==> src/rtl/i2c_target_regfile_if.sv <==
// I2C bus pins seen by the register-file target.
// master: drives SCL/SDA levels, observes the target's open-drain SDA drive.
// slave : samples SCL/SDA levels, drives its open-drain SDA enable.
interface i2c_target_regfile_if;
   logic scl_i;
   logic sda_i;
   logic sda_o;

   modport master (output scl_i, output sda_i, input sda_o);
   modport slave  (input scl_i, input sda_i, output sda_o);
endinterface

==> src/rtl/i2c_target_regfile.sv <==
// I2C target serving a byte register file: START/Sr/STOP decode, 7-bit address
// match, register pointer with auto-increment on writes and reads, local read port
// and committed-write strobe. All decode runs on the oversampling clock scl_4x.
// Optional feature macro: I2C_TGT_GENERAL_CALL_EN (ACK general call 8'h00 as a write).
module i2c_target_regfile #(
   parameter logic [6:0]  DEV_ADDR    = 7'h08,
   parameter int unsigned NUM_REGS    = 16,
   parameter int unsigned SYNC_STAGES = 2,
   localparam int unsigned PTR_W      = (NUM_REGS > 1) ? $clog2(NUM_REGS) : 1
) (
   input  logic                scl_4x,
   input  logic                rst_n,
   i2c_target_regfile_if.slave bus,
   input  logic [PTR_W-1:0]    loc_addr,
   output logic [7:0]          loc_rdata,
   output logic                wr_valid,
   output logic [PTR_W-1:0]    wr_addr,
   output logic [7:0]          wr_data,
   output logic                busy
);

   typedef enum logic [2:0] {
      S_IDLE, S_ADDR, S_REG, S_WR, S_RD, S_IGNORE
   } state_e;

   state_e                 state_q, state_d;
   logic [SYNC_STAGES-1:0] scl_sync_q, sda_sync_q;
   logic                   scl_dly_q, sda_dly_q;
   logic [3:0]             bit_cnt_q, bit_cnt_d;
   logic                   sampled_q, sampled_d;
   logic [7:0]             shift_q, shift_d;
   logic                   mack_q, mack_d;
   logic [7:0]             tx_q, tx_d;
   logic [PTR_W-1:0]       ptr_q, ptr_d;
   logic                   sda_q, sda_d;
   logic                   busy_q, busy_d;
   logic                   wr_valid_q, wr_valid_d;
   logic [PTR_W-1:0]       wr_addr_q, wr_addr_d;
   logic [7:0]             wr_data_q, wr_data_d;
   logic                   reg_we_c;
   logic [7:0]             regs_q [NUM_REGS];

   logic scl_s, sda_s;
   logic scl_rise_c, scl_fall_c, start_c, stop_c;
   logic fall_ev_c, byte_end_c, ack_end_c;
   logic addr_ack_c, reg_ok_c;
   logic [PTR_W-1:0] ptr_inc_c;
   logic [7:0] rd_cur_c, rd_next_c;

   assign scl_s = scl_sync_q[SYNC_STAGES-1];
   assign sda_s = sda_sync_q[SYNC_STAGES-1];

   // Bus events on synchronized levels against their one-cycle-delayed copies
   assign scl_rise_c = scl_s & ~scl_dly_q;
   assign scl_fall_c = ~scl_s & scl_dly_q;
   assign start_c    = scl_s & scl_dly_q & sda_dly_q & ~sda_s;
   assign stop_c     = scl_s & scl_dly_q & ~sda_dly_q & sda_s;

   // The falling edge after START has no sampled bit behind it and is skipped
   assign fall_ev_c  = scl_fall_c & sampled_q;
   assign byte_end_c = fall_ev_c & (bit_cnt_q == 4'd7);
   assign ack_end_c  = fall_ev_c & (bit_cnt_q == 4'd8);

`ifdef I2C_TGT_GENERAL_CALL_EN
   assign addr_ack_c = (shift_q[7:1] == DEV_ADDR) || (shift_q == 8'h00);
`else
   assign addr_ack_c = (shift_q[7:1] == DEV_ADDR);
`endif

   assign reg_ok_c  = ({1'b0, shift_q} < 9'(NUM_REGS));
   assign ptr_inc_c = ptr_q + PTR_W'(1);
   assign rd_cur_c  = regs_q[ptr_q];
   assign rd_next_c = regs_q[ptr_inc_c];

   assign bus.sda_o = sda_q;
   assign busy      = busy_q;
   assign wr_valid  = wr_valid_q;
   assign wr_addr   = wr_addr_q;
   assign wr_data   = wr_data_q;
   assign loc_rdata = regs_q[loc_addr];

   // Input synchronizers and edge-detect history (idle bus level is high)
   always_ff @(posedge scl_4x or negedge rst_n) begin
      if (!rst_n) begin
         scl_sync_q <= '1;
         sda_sync_q <= '1;
         scl_dly_q  <= 1'b1;
         sda_dly_q  <= 1'b1;
      end else begin
         scl_sync_q <= SYNC_STAGES'({scl_sync_q, bus.scl_i});
         sda_sync_q <= SYNC_STAGES'({sda_sync_q, bus.sda_i});
         scl_dly_q  <= scl_s;
         sda_dly_q  <= sda_s;
      end
   end

   // State register and bit-level sequencing registers
   always_ff @(posedge scl_4x or negedge rst_n) begin
      if (!rst_n) begin
         state_q   <= S_IDLE;
         bit_cnt_q <= 4'd0;
         sampled_q <= 1'b0;
         shift_q   <= 8'h00;
         mack_q    <= 1'b1;
      end else begin
         state_q   <= state_d;
         bit_cnt_q <= bit_cnt_d;
         sampled_q <= sampled_d;
         shift_q   <= shift_d;
         mack_q    <= mack_d;
      end
   end

   // Next state: bit counting, shifting and protocol transitions
   always_comb begin
      state_d   = state_q;
      bit_cnt_d = bit_cnt_q;
      sampled_d = sampled_q;
      shift_d   = shift_q;
      mack_d    = mack_q;

      if (scl_rise_c) begin
         sampled_d = 1'b1;
         if (bit_cnt_q < 4'd8) shift_d = {shift_q[6:0], sda_s};
         else                  mack_d  = sda_s;
      end
      if (fall_ev_c) begin
         sampled_d = 1'b0;
         bit_cnt_d = (bit_cnt_q == 4'd8) ? 4'd0 : bit_cnt_q + 4'd1;
      end

      case (state_q)
         S_ADDR: begin
            if (byte_end_c && !addr_ack_c) state_d = S_IGNORE;
            else if (ack_end_c)            state_d = shift_q[0] ? S_RD : S_REG;
         end
         S_REG: begin
            if (byte_end_c && !reg_ok_c) state_d = S_IGNORE;
            else if (ack_end_c)          state_d = S_WR;
         end
         S_RD: begin
            if (ack_end_c && mack_q) state_d = S_IGNORE;
         end
         default: ;
      endcase

      if (stop_c) begin
         state_d   = S_IDLE;
         bit_cnt_d = 4'd0;
         sampled_d = 1'b0;
      end else if (start_c) begin
         state_d   = S_ADDR;
         bit_cnt_d = 4'd0;
         sampled_d = 1'b0;
      end
   end

   // Outputs: SDA drive, busy, pointer, write strobe and read shifter
   always_comb begin
      sda_d      = sda_q;
      busy_d     = busy_q;
      wr_valid_d = 1'b0;
      wr_addr_d  = wr_addr_q;
      wr_data_d  = wr_data_q;
      ptr_d      = ptr_q;
      tx_d       = tx_q;
      reg_we_c   = 1'b0;

      case (state_q)
         S_ADDR: begin
            if (byte_end_c) begin
               sda_d  = ~addr_ack_c;
               busy_d = addr_ack_c;
            end else if (ack_end_c) begin
               if (shift_q[0]) begin
                  sda_d = rd_cur_c[7];
                  tx_d  = {rd_cur_c[6:0], 1'b0};
               end else begin
                  sda_d = 1'b1;
               end
            end
         end
         S_REG: begin
            if (byte_end_c) begin
               sda_d = ~reg_ok_c;
               if (reg_ok_c) ptr_d = PTR_W'(shift_q);
            end else if (ack_end_c) begin
               sda_d = 1'b1;
            end
         end
         S_WR: begin
            if (byte_end_c) begin
               reg_we_c   = 1'b1;
               wr_valid_d = 1'b1;
               wr_addr_d  = ptr_q;
               wr_data_d  = shift_q;
               ptr_d      = ptr_inc_c;
               sda_d      = 1'b0;
            end else if (ack_end_c) begin
               sda_d = 1'b1;
            end
         end
         S_RD: begin
            if (fall_ev_c) begin
               if (bit_cnt_q == 4'd8) begin
                  ptr_d = ptr_inc_c;
                  if (!mack_q) begin
                     sda_d = rd_next_c[7];
                     tx_d  = {rd_next_c[6:0], 1'b0};
                  end else begin
                     sda_d = 1'b1;
                  end
               end else if (bit_cnt_q == 4'd7) begin
                  sda_d = 1'b1;
               end else begin
                  sda_d = tx_q[7];
                  tx_d  = {tx_q[6:0], 1'b0};
               end
            end
         end
         default: sda_d = 1'b1;
      endcase

      if (stop_c) begin
         sda_d  = 1'b1;
         busy_d = 1'b0;
      end else if (start_c) begin
         sda_d = 1'b1;
      end
   end

   // Registered outputs and datapath; reset releases SDA immediately
   always_ff @(posedge scl_4x or negedge rst_n) begin
      if (!rst_n) begin
         sda_q      <= 1'b1;
         busy_q     <= 1'b0;
         wr_valid_q <= 1'b0;
         wr_addr_q  <= '0;
         wr_data_q  <= 8'h00;
         ptr_q      <= '0;
         tx_q       <= 8'h00;
      end else begin
         sda_q      <= sda_d;
         busy_q     <= busy_d;
         wr_valid_q <= wr_valid_d;
         wr_addr_q  <= wr_addr_d;
         wr_data_q  <= wr_data_d;
         ptr_q      <= ptr_d;
         tx_q       <= tx_d;
      end
   end

   // Register file, written only from the bus
   always_ff @(posedge scl_4x or negedge rst_n) begin
      if (!rst_n) begin
         regs_q <= '{default: 8'h00};
      end else if (reg_we_c) begin
         regs_q[ptr_q] <= shift_q;
      end
   end

endmodule
==> src/flat_wrapper.sv <==
// flat-port wrapper written by rule: the top's interface ports become plain ports
module i2c_target_regfile_flat 
#(
   parameter logic [6:0]  DEV_ADDR    = 7'h08,
   parameter int unsigned NUM_REGS    = 16,
   parameter int unsigned SYNC_STAGES = 2,
   localparam int unsigned PTR_W      = (NUM_REGS > 1) ? $clog2(NUM_REGS) : 1
)
  (scl_4x, rst_n, loc_addr, loc_rdata, wr_valid, wr_addr, wr_data, busy, bus_scl_i, bus_sda_i, bus_sda_o);
  i2c_target_regfile_if bus_i ();
  input  logic scl_4x;
  input  logic rst_n;
  input  logic [PTR_W-1:0] loc_addr;
  output logic [7:0] loc_rdata;
  output logic wr_valid;
  output logic [PTR_W-1:0] wr_addr;
  output logic [7:0] wr_data;
  output logic busy;
  input wire logic [$bits(bus_i.scl_i)-1:0] bus_scl_i;
  input wire logic [$bits(bus_i.sda_i)-1:0] bus_sda_i;
  output wire logic [$bits(bus_i.sda_o)-1:0] bus_sda_o;
  assign bus_i.scl_i = bus_scl_i;
  assign bus_i.sda_i = bus_sda_i;
  assign bus_sda_o = bus_i.sda_o;
  i2c_target_regfile #(.DEV_ADDR(DEV_ADDR), .NUM_REGS(NUM_REGS), .SYNC_STAGES(SYNC_STAGES)) u_core (.scl_4x(scl_4x), .rst_n(rst_n), .bus(bus_i), .loc_addr(loc_addr), .loc_rdata(loc_rdata), .wr_valid(wr_valid), .wr_addr(wr_addr), .wr_data(wr_data), .busy(busy));
endmodule
==> config.mk <==
export PLATFORM = sky130hd
export DESIGN_NAME = i2c_target_regfile_flat
export DESIGN_NICKNAME = d
export VERILOG_FILES = /design/src/rtl/i2c_target_regfile_if.sv /design/src/rtl/i2c_target_regfile.sv /design/src/flat_wrapper.sv
export SDC_FILE = /design/constraint.sdc
export NUM_CORES = 1
export LEC_CHECK = 0
export CAP_MARGIN = 5
export CORE_MARGIN = 1.5
export CORE_UTILIZATION = 25
export CTS_BUF_LIST = sky130_fd_sc_hd__clkbuf_2 sky130_fd_sc_hd__clkbuf_4 sky130_fd_sc_hd__clkbuf_8
export DETAILED_ROUTE_END_ITERATION = 12
export PLACE_DENSITY = 0.48
export RECOVER_POWER = 25
export SETUP_SLACK_MARGIN = 0.02
export SYNTH_ARGS = -nofsm -noshare
export SYNTH_HDL_FRONTEND = slang
export SYNTH_SLANG_ARGS = --single-unit
==> constraint.sdc <==
create_clock -name scl_4x -period 4.9 [get_ports scl_4x]
set_input_delay 1.225 -clock scl_4x [delete_from_list [all_inputs] [get_ports scl_4x]]
set_output_delay 1.225 -clock scl_4x [all_outputs]
set_load 0.1 [all_outputs]
==> summary.txt <==
STA
  • Achievable Freq: approximately 230 MHz
  • Final Max Slew Viols: 76
  • Rel. slew slack: -38.96%
  • Final setup TNS: 0 ns
  • Final Skew: 0.01849 ns
  • Final min period: ~4.3 ns
  • Hold Violations, Final: 0
  • Setup slack after layout: roughly 0.57 ns
  • Final setup fails: 0
  • Unrepaired setup endpoints after global routing: false
  • Final period util: 88.46%
  • Least-Margin Pin Slew: 2.084 ns

Pwr
  • Tot Pwr: about 3200 uW
  • Power Density: 274.5 nW/um^2
  • Leakage power total: just under 0.005 uW
  • Worst vdd ir: ~0.14 mV

Worst setup path
  • Crit Path Max Fanout: 24
  • Arrival @ worst endpoint: 3.11 ns
  • Critical Path End Type: output pin
  • CP Buf/Inv Count: 3
  • Startpoint types: input port
  • Max incr delay on CP: 0.56 ns
  • Kind of critical path: input port to output pin
  • Worst path required time: 3.67 ns
  • CP delay by family, top: multiplexers
  • Critical Path, Cell by Cell: buf_2 -> buf_12 -> mux4_2 -> mux4_2 -> buf_12
  • Slowest cell on the critical path: mux4_2

Final layout
  • Non-filler cells in the finished layout: 1,316
  • Area growth from synthesis to layout: 12.42%
  • Share of cells above drive strength 1: 37.12%
  • Antenna cell count: 0
  • Final #Nets: 785
  • Fill count: 4,124

Die
  • DIE AREA: 42,580 um^2
  • Row count: 74
  • CORE AREA: 40,830 um^2
  • DIE HEIGHT: 206.3 um
  • Chip Width: 206.3 um
  • Top Ports: 31
  • Initial Util: 25.32%

Clocking
  • Clock Path Buffers: 2
  • Root Driver: clkbuf_8
  • H-tree depth: 4
  • Post-CTS resize count: 0
  • Clock insertion delay at the later pin of the skew report: 0.50 ns
  • CTS Sinks: 177
  • Post-CTS Hold Fix Bufs: 0
  • Inserted Clock Buffers: 17
  • Post-CTS Setup Inserts: 0
  • CTS tree: done
  • Worst-path clk slew: 0.10 ns

Global route
  • Vias in the first global route: 6,919
  • Largest net degree at the start of global routing: 77
  • Overflow after GRT: 0
  • Total track usage: ~15%
  • Global-route wire length before repair: 46.59 mm
  • Initial antenna violation count: 0

Synth
  • Ys async rst share: between 90% and 100%
  • Seq/Total Area, Yosys: 42.94%
  • Syn_area_per_cell: around 13 um^2
  • Mapped Cells: 767
  • Synth warn: 0
  • #FFs+latches synth: 177
  • Netlist cell types: 55
  • EDFF count, synth: 0
  • Ys flop type: dfrtp_1
  • Post-Syn Area: 10,340 um^2
  • Syn_nets: 781

Drt
  • Via count: 6,845
  • Wire per inst: about 23 um
  • Via/cell ratio: 5.201
  • Drt first-iter violations: 490
  • DRT Wirelength: 30.57 mm
  • Routed Antenna Nets: 0
  • Detailed Routing Iterations Pass 1: 5
  • Drt drc: 0

Placement
  • IO Port Bufs: 30
  • Setup WS pre-CTS: between 0.5 and 0.6 ns
  • Half-perimeter wire length after detailed placement: 19.49 mm
  • Dpl cells: roughly 1.3k
  • Placer Congestion: 0.7755

Status
  • Violated checks: max-capacitance violations, max-slew violations
  • Outcome: complete, but fails checks

Flow run
  • Max Cap Viol: 1

Min path
  • Worst hold path type: flop to flop
==> sequential cells by signal, summed over array words and instances (netlist names) <==
name and cells:
u_core.wr_valid 1, u_core.sda_dly_q 1, u_core.regs_q 128, u_core.scl_sync_q 2, u_core.shift_q 8, u_core.state_q 3, u_core.tx_q 7, u_core.bit_cnt_q 4
u_core.sda_sync_q 2, u_core.scl_dly_q 1, u_core.mack_q 1, u_core.ptr_q 4, u_core.wr_data 8, u_core.busy 1, u_core.sampled_q 1, u_core.wr_addr 4
u_core.bus.sda_o 1
==> layer usage <==
metal	track usage [%]	vias to the layer above	wire [um]
met5	0	-	0
met4	4.814	0	623
met3	3.469	30	1787
met2	23.68	234	14640
met1	20.61	3651	13510
li1	-	2930	-
==> stage by stage <==
step                util, %  instance area, um^2  hold slack, ns
CTS                   28.49                11630          0.3626
detailed placement    27.55                11250          0.3472
finish                28.46                11620          0.3665
global route          28.46                11620          0.3736
global placement      27.55                11250          0.3474
floorplan                 -                10340          0.3452
==> final timing paths <==
path / start / end / slack, ns / depth (start not counted)
setup / recovery: loc_addr[0] / loc_rdata[4] / 0.57 / 5
max in group asynchronous: rst_n / u_core.ptr_q[0] / 2.11 / 1
min in group asynchronous: rst_n / u_core.wr_data[3] / 1.29 / 1
hold / removal: u_core.sda_sync_q[0] / u_core.sda_sync_q[1] / 0.37 / 0
hold reg to reg: u_core.sda_sync_q[0] / u_core.sda_sync_q[1] / 0.37 / 0
setup reg to reg: u_core.ptr_q[0] / u_core.tx_q[1] / 1.61 / 6
==> layout by cell type, fill, tap and decap left out, types with 4 or more instances in the layout <==
cell / Yosys / layout
a2111oi_0: 8 / 8
clkbuf_8: 0 / 17
buf_12: 0 / 10
mux2_2: 102 / 102
nor2_1: 19 / 19
nor2b_1: 4 / 4
a31oi_1: 7 / 7
dfrtp_1: 169 / 167
o21a_1: 6 / 6
buf_4: 4 / 14
dfstp_2: 8 / 5
mux2_1: 44 / 44
and2_1: 6 / 6
nor3b_1: 3 / 4
nand2_2: 6 / 6
nand3b_1: 5 / 5
ha_1: 6 / 5
o21ai_0: 18 / 18
mux4_2: 106 / 106
nand2_1: 82 / 82
clkdlybuf4s50_1: 0 / 17
inv_1: 8 / 8
a21oi_1: 23 / 23
nand3_1: 26 / 26
clkinv_4: 0 / 4
==> final cells by class <==
type                            count  area, um^2  area share [%]
Tap cell                          532       665.6           5.728
Timing Repair Buffer               46       510.5           4.393
Clock buffer                       17       234.0           2.013
Clock inverter                     15       150.1           1.292
Multi-Input combinational cell    520        5583           48.04
Inverter                            9       33.78          0.2907
Sequential cell                   177        4444           38.24
==> synth_stat cells, types with 2 or more instances <==
library cell	n	share of area [%]
a22oi_1	3	0.22
xnor2_1	4	0.34
a31oi_1	7	0.42
nor2b_1	4	0.24
inv_1	8	0.29
nor3_1	2	0.097
nand2_1	82	3.0
o21ai_1	2	0.097
o21a_1	6	0.44
mux2i_1	3	0.29
ha_1	6	0.73
buf_4	4	0.29
buf_6	2	0.22
a311oi_1	2	0.17
nor2_1	19	0.69
a21oi_1	23	1.1
nor3b_1	3	0.22
nand2_4	3	0.33
and3b_1	3	0.25
mux4_2	106	23
nand3_1	26	1.3
o21ai_0	18	0.87
a2111oi_0	8	0.68
buf_1	3	0.11
mux2_1	44	4.8
nor4b_1	2	0.17
dfrtp_1	169	41
clkbuf_1	30	1.1
mux2_2	102	11
a211oi_1	2	0.15
and3_1	2	0.12
buf_2	22	1.1
o211a_1	3	0.29
nand3b_1	5	0.36
and2_1	6	0.36
dfstp_2	8	2.0
nand2_2	6	0.36
nor4_1	2	0.12
==> logic make-up after synthesis <==
| kind of cell | count (synthesis) | synth area share [%] |
|---|---|---|
| muxes | 255 | 39.29 |
| DFF | 177 | 42.94 |
| and+or+nand+nor | 172 | 8.388 |
| AOI/OAI and AO/OA | 82 | 5.132 |
| buffers and inverters | 70 | 3.099 |
| adders and majority gates | 6 | 0.7262 |
| xor gates and xnor gates | 5 | 0.4236 |
==> power by group <==
group	internal [uW]	switching [uW]
logic	179	247
registers	1530	223
clock network	375	633
total	2090	1100
Power figures use the tool's default switching activity.
